===== config.mk =====
export PLATFORM = sky130hd
export DESIGN_NAME = baudrate_generator_prog
export DESIGN_NICKNAME = d
export VERILOG_FILES = /design/src/rtl/baudrate_generator_prog.sv
export SDC_FILE = /design/constraint.sdc
export NUM_CORES = 1
export LEC_CHECK = 0
export CORE_AREA = 2 2 95 97
export DETAILED_ROUTE_END_ITERATION = 16
export DIE_AREA = 0 0 97 99
export REMOVE_ABC_BUFFERS = 1
export SLEW_MARGIN = 5
export SYNTH_ARGS = -nofsm -noshare
export SYNTH_HDL_FRONTEND = slang
export SYNTH_SLANG_ARGS = --single-unit

===== constraint.sdc =====
create_clock -name i_clock -period 5.8 [get_ports i_clock]
set_clock_uncertainty 0.15 [all_clocks]
set_input_delay 1.16 -clock i_clock [delete_from_list [all_inputs] [get_ports i_clock]]
set_output_delay 1.16 -clock i_clock [all_outputs]
set_load 0.005 [all_outputs]

===== src/rtl/baudrate_generator_prog.sv =====
// Programmable baud-rate generator: oversampling tick plus bit-rate tick, divisor loaded via load/ack.
// Define BRG_FRAC_EN to build in the fractional-divisor accumulator.
module baudrate_generator_prog #(
  parameter int NB_DIV       = 16,
  parameter int NB_FRAC      = 4,
  parameter int OVERSAMPLE   = 16,
  parameter int DEFAULT_DIV  = 163,
  parameter int DEFAULT_FRAC = 0
) (
  input  logic               i_clock,
  input  logic               i_reset,
  input  logic               i_enable,
  input  logic [NB_DIV-1:0]  i_div,
  input  logic [NB_FRAC-1:0] i_frac,
  input  logic               i_load,
  output logic               o_load_ack,
  output logic               o_pending,
  output logic               o_tick,
  output logic               o_bit_tick
);

  localparam int NB_CNT = NB_DIV + 1;
  localparam int NB_SUB = $clog2(OVERSAMPLE);
  localparam logic [NB_SUB-1:0] SUB_LAST = NB_SUB'(OVERSAMPLE - 1);

  logic [NB_CNT-1:0] count_q, count_d, base_count, period;
  logic [NB_SUB-1:0] sub_q, sub_d, base_sub;
  logic [NB_DIV-1:0] div_q, shadow_div_q, shadow_div_d, base_div;
  logic              pending_q, pending_d, ack_q;
  logic              tick_q, tick_d, bit_q, bit_d;
  logic              apply, wrap, step_wrap, carry;

  // Apply at the end of a tick cycle; a load in that same cycle defers it to the next tick.
  assign apply     = pending_q & ~i_load & (tick_q | ~i_enable);
  assign step_wrap = i_enable & wrap;

`ifdef BRG_FRAC_EN
  logic [NB_FRAC-1:0] frac_q, shadow_frac_q, shadow_frac_d, base_frac;
  logic [NB_FRAC-1:0] acc_q, acc_d, base_acc;
  logic               carry_q, carry_d;

  assign carry = apply ? 1'b0 : carry_q;

  always_comb begin
    base_frac = apply ? shadow_frac_q : frac_q;
    base_acc  = apply ? '0 : acc_q;
    acc_d     = base_acc;
    carry_d   = carry;
    if (step_wrap) begin
      {carry_d, acc_d} = {1'b0, base_acc} + {1'b0, base_frac};
    end
    shadow_frac_d = i_load ? i_frac : shadow_frac_q;
  end

  always_ff @(posedge i_clock or posedge i_reset) begin
    if (i_reset) begin
      frac_q        <= NB_FRAC'(DEFAULT_FRAC);
      shadow_frac_q <= '0;
      acc_q         <= '0;
      carry_q       <= 1'b0;
    end else begin
      frac_q        <= base_frac;
      shadow_frac_q <= shadow_frac_d;
      acc_q         <= acc_d;
      carry_q       <= carry_d;
    end
  end
`else
  logic unused_frac;
  assign unused_frac = ^{i_frac, NB_FRAC'(DEFAULT_FRAC)};
  assign carry       = 1'b0;
`endif

  always_comb begin
    base_div   = apply ? shadow_div_q : div_q;
    base_count = apply ? '0 : count_q;
    base_sub   = apply ? '0 : sub_q;
    period     = ((base_div == '0) ? NB_CNT'(1) : {1'b0, base_div}) + NB_CNT'(carry);
    wrap       = (base_count >= period - NB_CNT'(1));

    count_d = base_count;
    sub_d   = base_sub;
    tick_d  = 1'b0;
    bit_d   = 1'b0;
    if (i_enable) begin
      if (wrap) begin
        count_d = '0;
        tick_d  = 1'b1;
        bit_d   = (base_sub == SUB_LAST);
        sub_d   = bit_d ? '0 : base_sub + 1'b1;
      end else begin
        count_d = base_count + 1'b1;
      end
    end

    pending_d    = i_load | (pending_q & ~apply);
    shadow_div_d = i_load ? i_div : shadow_div_q;
  end

  always_ff @(posedge i_clock or posedge i_reset) begin
    if (i_reset) begin
      count_q      <= '0;
      sub_q        <= '0;
      div_q        <= NB_DIV'(DEFAULT_DIV);
      shadow_div_q <= '0;
      pending_q    <= 1'b0;
      ack_q        <= 1'b0;
      tick_q       <= 1'b0;
      bit_q        <= 1'b0;
    end else begin
      count_q      <= count_d;
      sub_q        <= sub_d;
      div_q        <= base_div;
      shadow_div_q <= shadow_div_d;
      pending_q    <= pending_d;
      ack_q        <= apply;
      tick_q       <= tick_d;
      bit_q        <= bit_d;
    end
  end

  assign o_load_ack = ack_q;
  assign o_pending  = pending_q;
  assign o_tick     = tick_q;
  assign o_bit_tick = bit_q;

endmodule


==> results.md, run 1 <==
- Die X: 97 um
- Cell taking the most area after synthesis: dfrtp_1
- Cell row count: 34
- CTS tree: done
- Hold Vio Cnt, Final: 0
- Wirelength, routed: 7460 um
- Maximum vdd drop: 147 uV
- Setup Fix Bufs, Post-CTS: 0
- Die area: 9600 um2
- Area delta synth->final: 18.7%
- CTS resizes: 0
- GRT Util Overall: 16.8%
- Worst Setup EP: sub_q[1]$_DFF_PP0_
- Starting Density: 39.2%
- CTS root buf: clkbuf_8
- Syn. warnings: 0
- Vias in the first global route: 2,607
- Clock tree buffer depth: 2
- Routed len/inst: 15.0 um
- Top cell type's share of synthesized area: 39.5%
- Synthesized area per cell: 9.61 um2
- Top layer in use: met4
- Critical path arrival: 5.52 ns
- Core Area: 8550 um2
- Max FO, Critical Path: 20
- Fmax achieved: 184 MHz
- Detail Route Antenna Nets: 0
- Antenna diodes: 0
- Post-layout util: 46.6%
- Die H: 99 um
- Leading register cell type out of synthesis: dfrtp_1
- Hold buffer count at CTS: 0
- First-pass GRT wire length: 13,000 um
- Worst R2R End: sub_q[1]$_DFF_PP0_
- Worst-Margin Slew: 0.732 ns
- Drt pass-1 iters: 4
- Crit-path cells: clkdlybuf4s50_1 -> nand2b_1 -> nand2_2 -> inv_2 -> o32ai_2 -> a31oi_1 -> ha_1 -> a21bo_2 -> a21oi_1 -> nand2_1 -> xor2_1 -> ha_1 -> nand4_1 -> nor4_1 -> o211ai_1 -> a41oi_1 -> buf_12 -> mux2_2
- Worst setup EP type: flip-flop
- Number of synthesized register bits: 57
- Detail Route met2 WL: 3440 um
- Post-route DRC: 0
- Critical Path RT: 5.88 ns
- Final setup fails: 0
- Largest net degree at the start of global routing: 58
- DP Cell Count: 483
- Max_slew headroom: 51.2%
- Gpl congestion: 0.853
- Synth area leaders: dfrtp_1 40%, ha_1 7.5%, mux2_2 5.7%, nand2_1 5.6%, xnor2_1 3.4%
- Initial DRC count: 118
- Port Buffers: 23
- Initial antenna violation count: 0
- Gr ovfl total: 0
- Worst-skew pair later-pin latency: 0.34 ns
- CP startpoint: i_enable
- Layout cells sized above 1: 15.6%
- Switching pwr: 352 uW
- EDFF count, synth: 0
- Switch share: 30.6%
- Hold WS: 0.348 ns
- Final nets: 430
- Synth async-reset ratio: 100%
- CP max stage delay: 0.41 ns
- Final Max Tran Viols: 0
- Max-cap violations: 0
- R2R cell count: 15
- H-tree depth: 3
- Clock net sink count: 57
- Vias per cell: 5.25
- Tmin final: 5.44 ns
- Kind of critical path: in -> reg
- Lkg Pwr: 0.00181 uW
- Power share of the clock group: 32.5%
- Most used cell, CP: ha_1
- Hold Path Class: reg -> reg
- TritonCTS Buffers: 9
- Cell Int Power: 796 uW
- Overall via count from detail_route: 2,614
- Register area share after synthesis: 42.7%
- Number of standard cells after synthesis: 349
- Mapped Area: 3350 um2
- Startpoint Class: input pin
- Fin crit share: 93.8%
- Slowest-stage cell, CP: clkdlybuf4s50_1
- Final std cells w/o fill: 498
- RSZ-0062 raised after global routing: no
- DR WL met3: 333 um
- Synth cell types: 49
- Outcome: finished, final reports clean
- Logic pwr share: 24.5%
- Pwr Density: 288 nW/um2
- Wl on met1: 3550 um
- Reg2Reg Setup Slack: 1.08 ns
- Clock transition at path regs: 0.07 ns
- I/O pins: 28
- R2R Path Start: div_q[3]$_DFF_PP0_
- Sequential group share of total power: 43.0%
- Hpwl dp: 5580 um
-- worst min-delay path by stage --
stage,startpoint,cells after the start,endpoint
after floorplan,div_q[0]$_DFF_PP1_,2,div_q[0]$_DFF_PP1_
after global placement,div_q[15]$_DFF_PP0_,2,div_q[15]$_DFF_PP0_
after detailed placement,div_q[1]$_DFF_PP1_,2,div_q[1]$_DFF_PP1_
after CTS,div_q[1]$_DFF_PP1_,2,div_q[1]$_DFF_PP1_
after global routing,div_q[1]$_DFF_PP1_,2,div_q[1]$_DFF_PP1_
final,div_q[1]$_DFF_PP1_,2,div_q[1]$_DFF_PP1_
-- placed cells by master (no fill, tap or decap), types with 5 or more instances in the layout --
master           count
buf_4               13
nand2_1             50
mux2_2              17
xnor2_1             13
ha_1                20
dfrtp_1             53
o21ai_1              6
nor3_1              12
mux2i_1              5
nor4_1               6
xor2_1              13
and2_1              13
nor2_1              20
clkbuf_8            11
o21ai_0              7
inv_1               16
nand4_1              9
clkdlybuf4s50_1     23
a21oi_1              7
nand3_1             19
-- stage by stage --
step                      total power [uW]  worst slack (ns)  TNS [ns]  cell area, um2
final                                 1150             0.358         0            3980
after global routing                  1230             0.110         0            3980
after CTS                             1160             0.392         0            3980
after detailed placement               783            0.0416         0            3790
after global placement                 771            0.0899         0            3790
after floorplan                        686            -0.134    -0.283            3300
-- cells in the mapped netlist (all sizes together), types with 9 or more instances --
cell type  number
xnor2          13
o21ai          13
nor3           12
mux2           17
nand3          20
xor2           13
inv            18
dfrtp          53
and2           13
nand4           9
ha             20
nor2           20
nand2          51
-- state kept, by name, summed over array words and instances, names as in the netlist --
| register | flops |
|---|---|
| count_q | 17 |
| div_q | 16 |
| shadow_div_q | 16 |
| sub_q | 4 |
| o_bit_tick | 1 |
| o_load_ack | 1 |
| o_pending | 1 |
| o_tick | 1 |
-- layout make-up --
cell class	instances	area (um2)
inverters	18	67.6
fillers	814	4570
clock buffers	12	155
repair buffers	37	348
multi-input cells	263	1800
clock inverters	3	40.0
well taps	108	135
flip-flops and latches	57	1430
-- power by group through the flow --
stage / clock (uW) / sequential (uW) / combinational, uW
2_1_floorplan: 0 / 488 / 198
3_3_place_gp: 0 / 498 / 273
3_5_place_dp: 0 / 501 / 282
4_1_cts: 385 / 494 / 284
5_1_grt: 402 / 502 / 323
6_report: 373 / 494 / 281
-- critical path, delay by kind of cell --
family                     cells  cell delay [ns]
AOI/OAI and AO/OA              6             1.56
buffers and inverters          3             0.84
adders and majority gates      2             0.58
muxes                          1             0.33
xor gates and xnor gates       1             0.18
and+or+nand+nor                5             0.87
-- routing by layer --
layer / global-route usage [%] / vias up
met5: 0 / -
met4: 5.74 / 0
met3: 3.76 / 13
met2: 25.7 / 52
met1: 23.8 / 1253
li1: - / 1296
-- cells by family after synthesis --
logic type | share of synthesized area [%]
XOR/XNOR | 6.79
buffers and inverters | 3.54
flip-flops | 42.7
AO/OA/AOI/OAI | 9.32
AND/OR/NAND/NOR | 22.2
adder cells (fa/ha/maj) | 7.46
multiplexers | 8.02
(Power assumes the default switching activity.)
==> run 2: changes to the inputs <==
- CORE_AREA: 2 2 95 97 -> 4 4 97 99
- DIE_AREA: 0 0 97 99 -> 0 0 101 103
==> run 2 against run 1 <==
- core utilization shrank 0.23 points
- count of clock-buffer cells in the layout down 2
- critical path depth unchanged
- worst hold slack worse by 0.0061 ns
- final area down 0.50%
- routed wire length down 2.0%
- combinational power is 2% lower
- critical endpoint unchanged
==> results.md, run 2 (synthesis gave the netlist of run 1 again) <==
- Routed len/inst: 14.7 um
- Hold Vio Cnt, Final: 0
- Max FFs per register: 17
- Outcome: finished, final reports clean
- Vias in the first global route: 2,518
- Core Area: 8550 um2
- Initial DRC count: 114
- Drt pass-1 iters: 4
- Initial antenna violation count: 0
- Lkg Pwr: 0.00180 uW
- CTS root buf: clkbuf_8
- Clock net sink count: 57
- Vias per cell: 5.16
- I/O pins: 28
- Startpoint Class: input pin
- Largest net degree at the start of global routing: 58
- CTS resizes: 0
- Gpl congestion: 0.855
- Clock transition at path regs: 0.06 ns
- Placed cell area: 3770 um2
- Power share of the clock group: 32.4%
- Reg with most FFs: count_q
- Max-cap violations: 0
- H-tree depth: 3
- Starting Density: 39.2%
- Largest regs: count_q x17, div_q x16, shadow_div_q x16
- Die area: 10,400 um2
- Setup TNS: 0 ns
- Fin area: 3960 um2
- Most frequent cells in the layout: 53 x dfrtp_1, 50 x nand2_1, 23 x clkdlybuf4s50_1
- Cell row count: 34
- R2R cell count: 17
- Critical path arrival: 5.48 ns
- Fmax achieved: 185 MHz
- Post-route DRC: 0
- Setup Fix Bufs, Post-CTS: 0
- Switch share: 31.2%
- Sequential group share of total power: 43.5%
- Hpwl dp: 5510 um
- Cell Int Power: 783 uW
- Overall via count from detail_route: 2,572
- Area delta synth->final: 18.1%
- First-pass GRT wire length: 12,400 um
- GRT Util Overall: 15.3%
- Antenna diodes: 0
- Final Max Tran Viols: 0
- Die H: 103 um
- Kind of critical path: in -> reg
- Port Buffers: 23
- TritonCTS Buffers: 9
- Clock tree buffer depth: 2
- CTS tree: done
- Die X: 101 um
- Layout cells sized above 1: 15.9%
- Critical Path RT: 5.87 ns
- Hold Path Cell Cnt: 2
- Logic pwr share: 24.2%
- Detail Route Antenna Nets: 0
- Final nets: 429
- Hold WS: 0.342 ns
- RSZ-0062 raised after global routing: no
- Gr ovfl total: 0
- Post-layout util: 46.3%
- Switching pwr: 355 uW
- Pwr Density: 287 nW/um2
- Maximum vdd drop: 126 uV
- Worst-skew pair later-pin latency: 0.34 ns
- Fin crit share: 93.2%
- Worst-Margin Slew: 0.736 ns
- Tmin final: 5.41 ns
- Final setup fails: 0
- Worst setup EP type: flip-flop
- Wirelength, routed: 7310 um
- Hold Path Class: reg -> reg
- Commonest non-fill, non-tap cell in the layout: dfrtp_1
- Hold buffer count at CTS: 0
- Max_slew headroom: 50.9%
- Max FO, Critical Path: 6
-- run 2: cell types whose count changed in the layout (fill, tap and decap cells not counted), sizes merged --
| cell | previous run | this run |
|---|---|---|
| clkbuf | 12 | 10 |
| clkinv | 2 | 4 |
| buf | 14 | 13 |
| clkinvlp | 0 | 1 |
-- run 2: worst paths after layout --
path	start	endpoint	slack, ns
setup / recovery	i_load	sub_q[1]$_DFF_PP0_	0.39
hold / removal	div_q[1]$_DFF_PP1_	div_q[1]$_DFF_PP1_	0.34
setup reg to reg	div_q[3]$_DFF_PP0_	count_q[3]$_DFF_PP0_	1.06
hold reg to reg	div_q[1]$_DFF_PP1_	div_q[1]$_DFF_PP1_	0.34
max in group asynchronous	i_reset	count_q[5]$_DFF_PP0_	3.81
min in group asynchronous	i_reset	count_q[11]$_DFF_PP0_	1.18
-- run 2: layout make-up --
class                           instances  area (um2)
Timing Repair Buffer                   36         328
Fill cell                             804        4590
Multi-Input combinational cell        263        1800
Sequential cell                        57        1430
Tap cell                              108         135
Clock inverter                          6        57.6
Clock buffer                           10         138
Inverter                               18        67.6
-- run 2: stage by stage --
stage	total power [uW]	instances	setup slack, ns
2_1_floorplan	686	338	-0.134
3_3_place_gp	770	482	0.116
3_5_place_dp	779	482	0.0673
4_1_cts	1150	498	0.408
5_1_grt	1210	498	0.0676
6_report	1140	498	0.393
-- run 2: per-layer routing --
metal  GRT usage (%)  up-vias  wire (um)
met5               0        -          0
met3            4.60        6        294
met2            23.6       39       3360
met1            21.1     1228       3600
met4            3.99        0         59
li1                -     1299          -
-- run 2: power by group through the flow --
stage / Clock, uW / Sequential [uW] / Combinational (uW)
final: 368 / 495 / 275
after global routing: 395 / 503 / 316
after CTS: 381 / 495 / 279
after detailed placement: 0 / 502 / 276
after global placement: 0 / 499 / 271
after floorplan: 0 / 488 / 198
-- run 2: worst max-delay path, stage by stage --
cell and delay, ns:
clkdlybuf4s50_1 0.46, nor2b_1 0.20, nand2_2 0.13, inv_2 0.16, o22ai_4 0.12, a31oi_1 0.30
ha_1 0.26, a21bo_2 0.27, a21oi_1 0.35, nand2_1 0.12, xor2_1 0.18, ha_1 0.32
nand4_1 0.14, nor4_1 0.25, o211ai_1 0.18, a41oi_1 0.35, buf_4 0.21, mux2_2 0.33
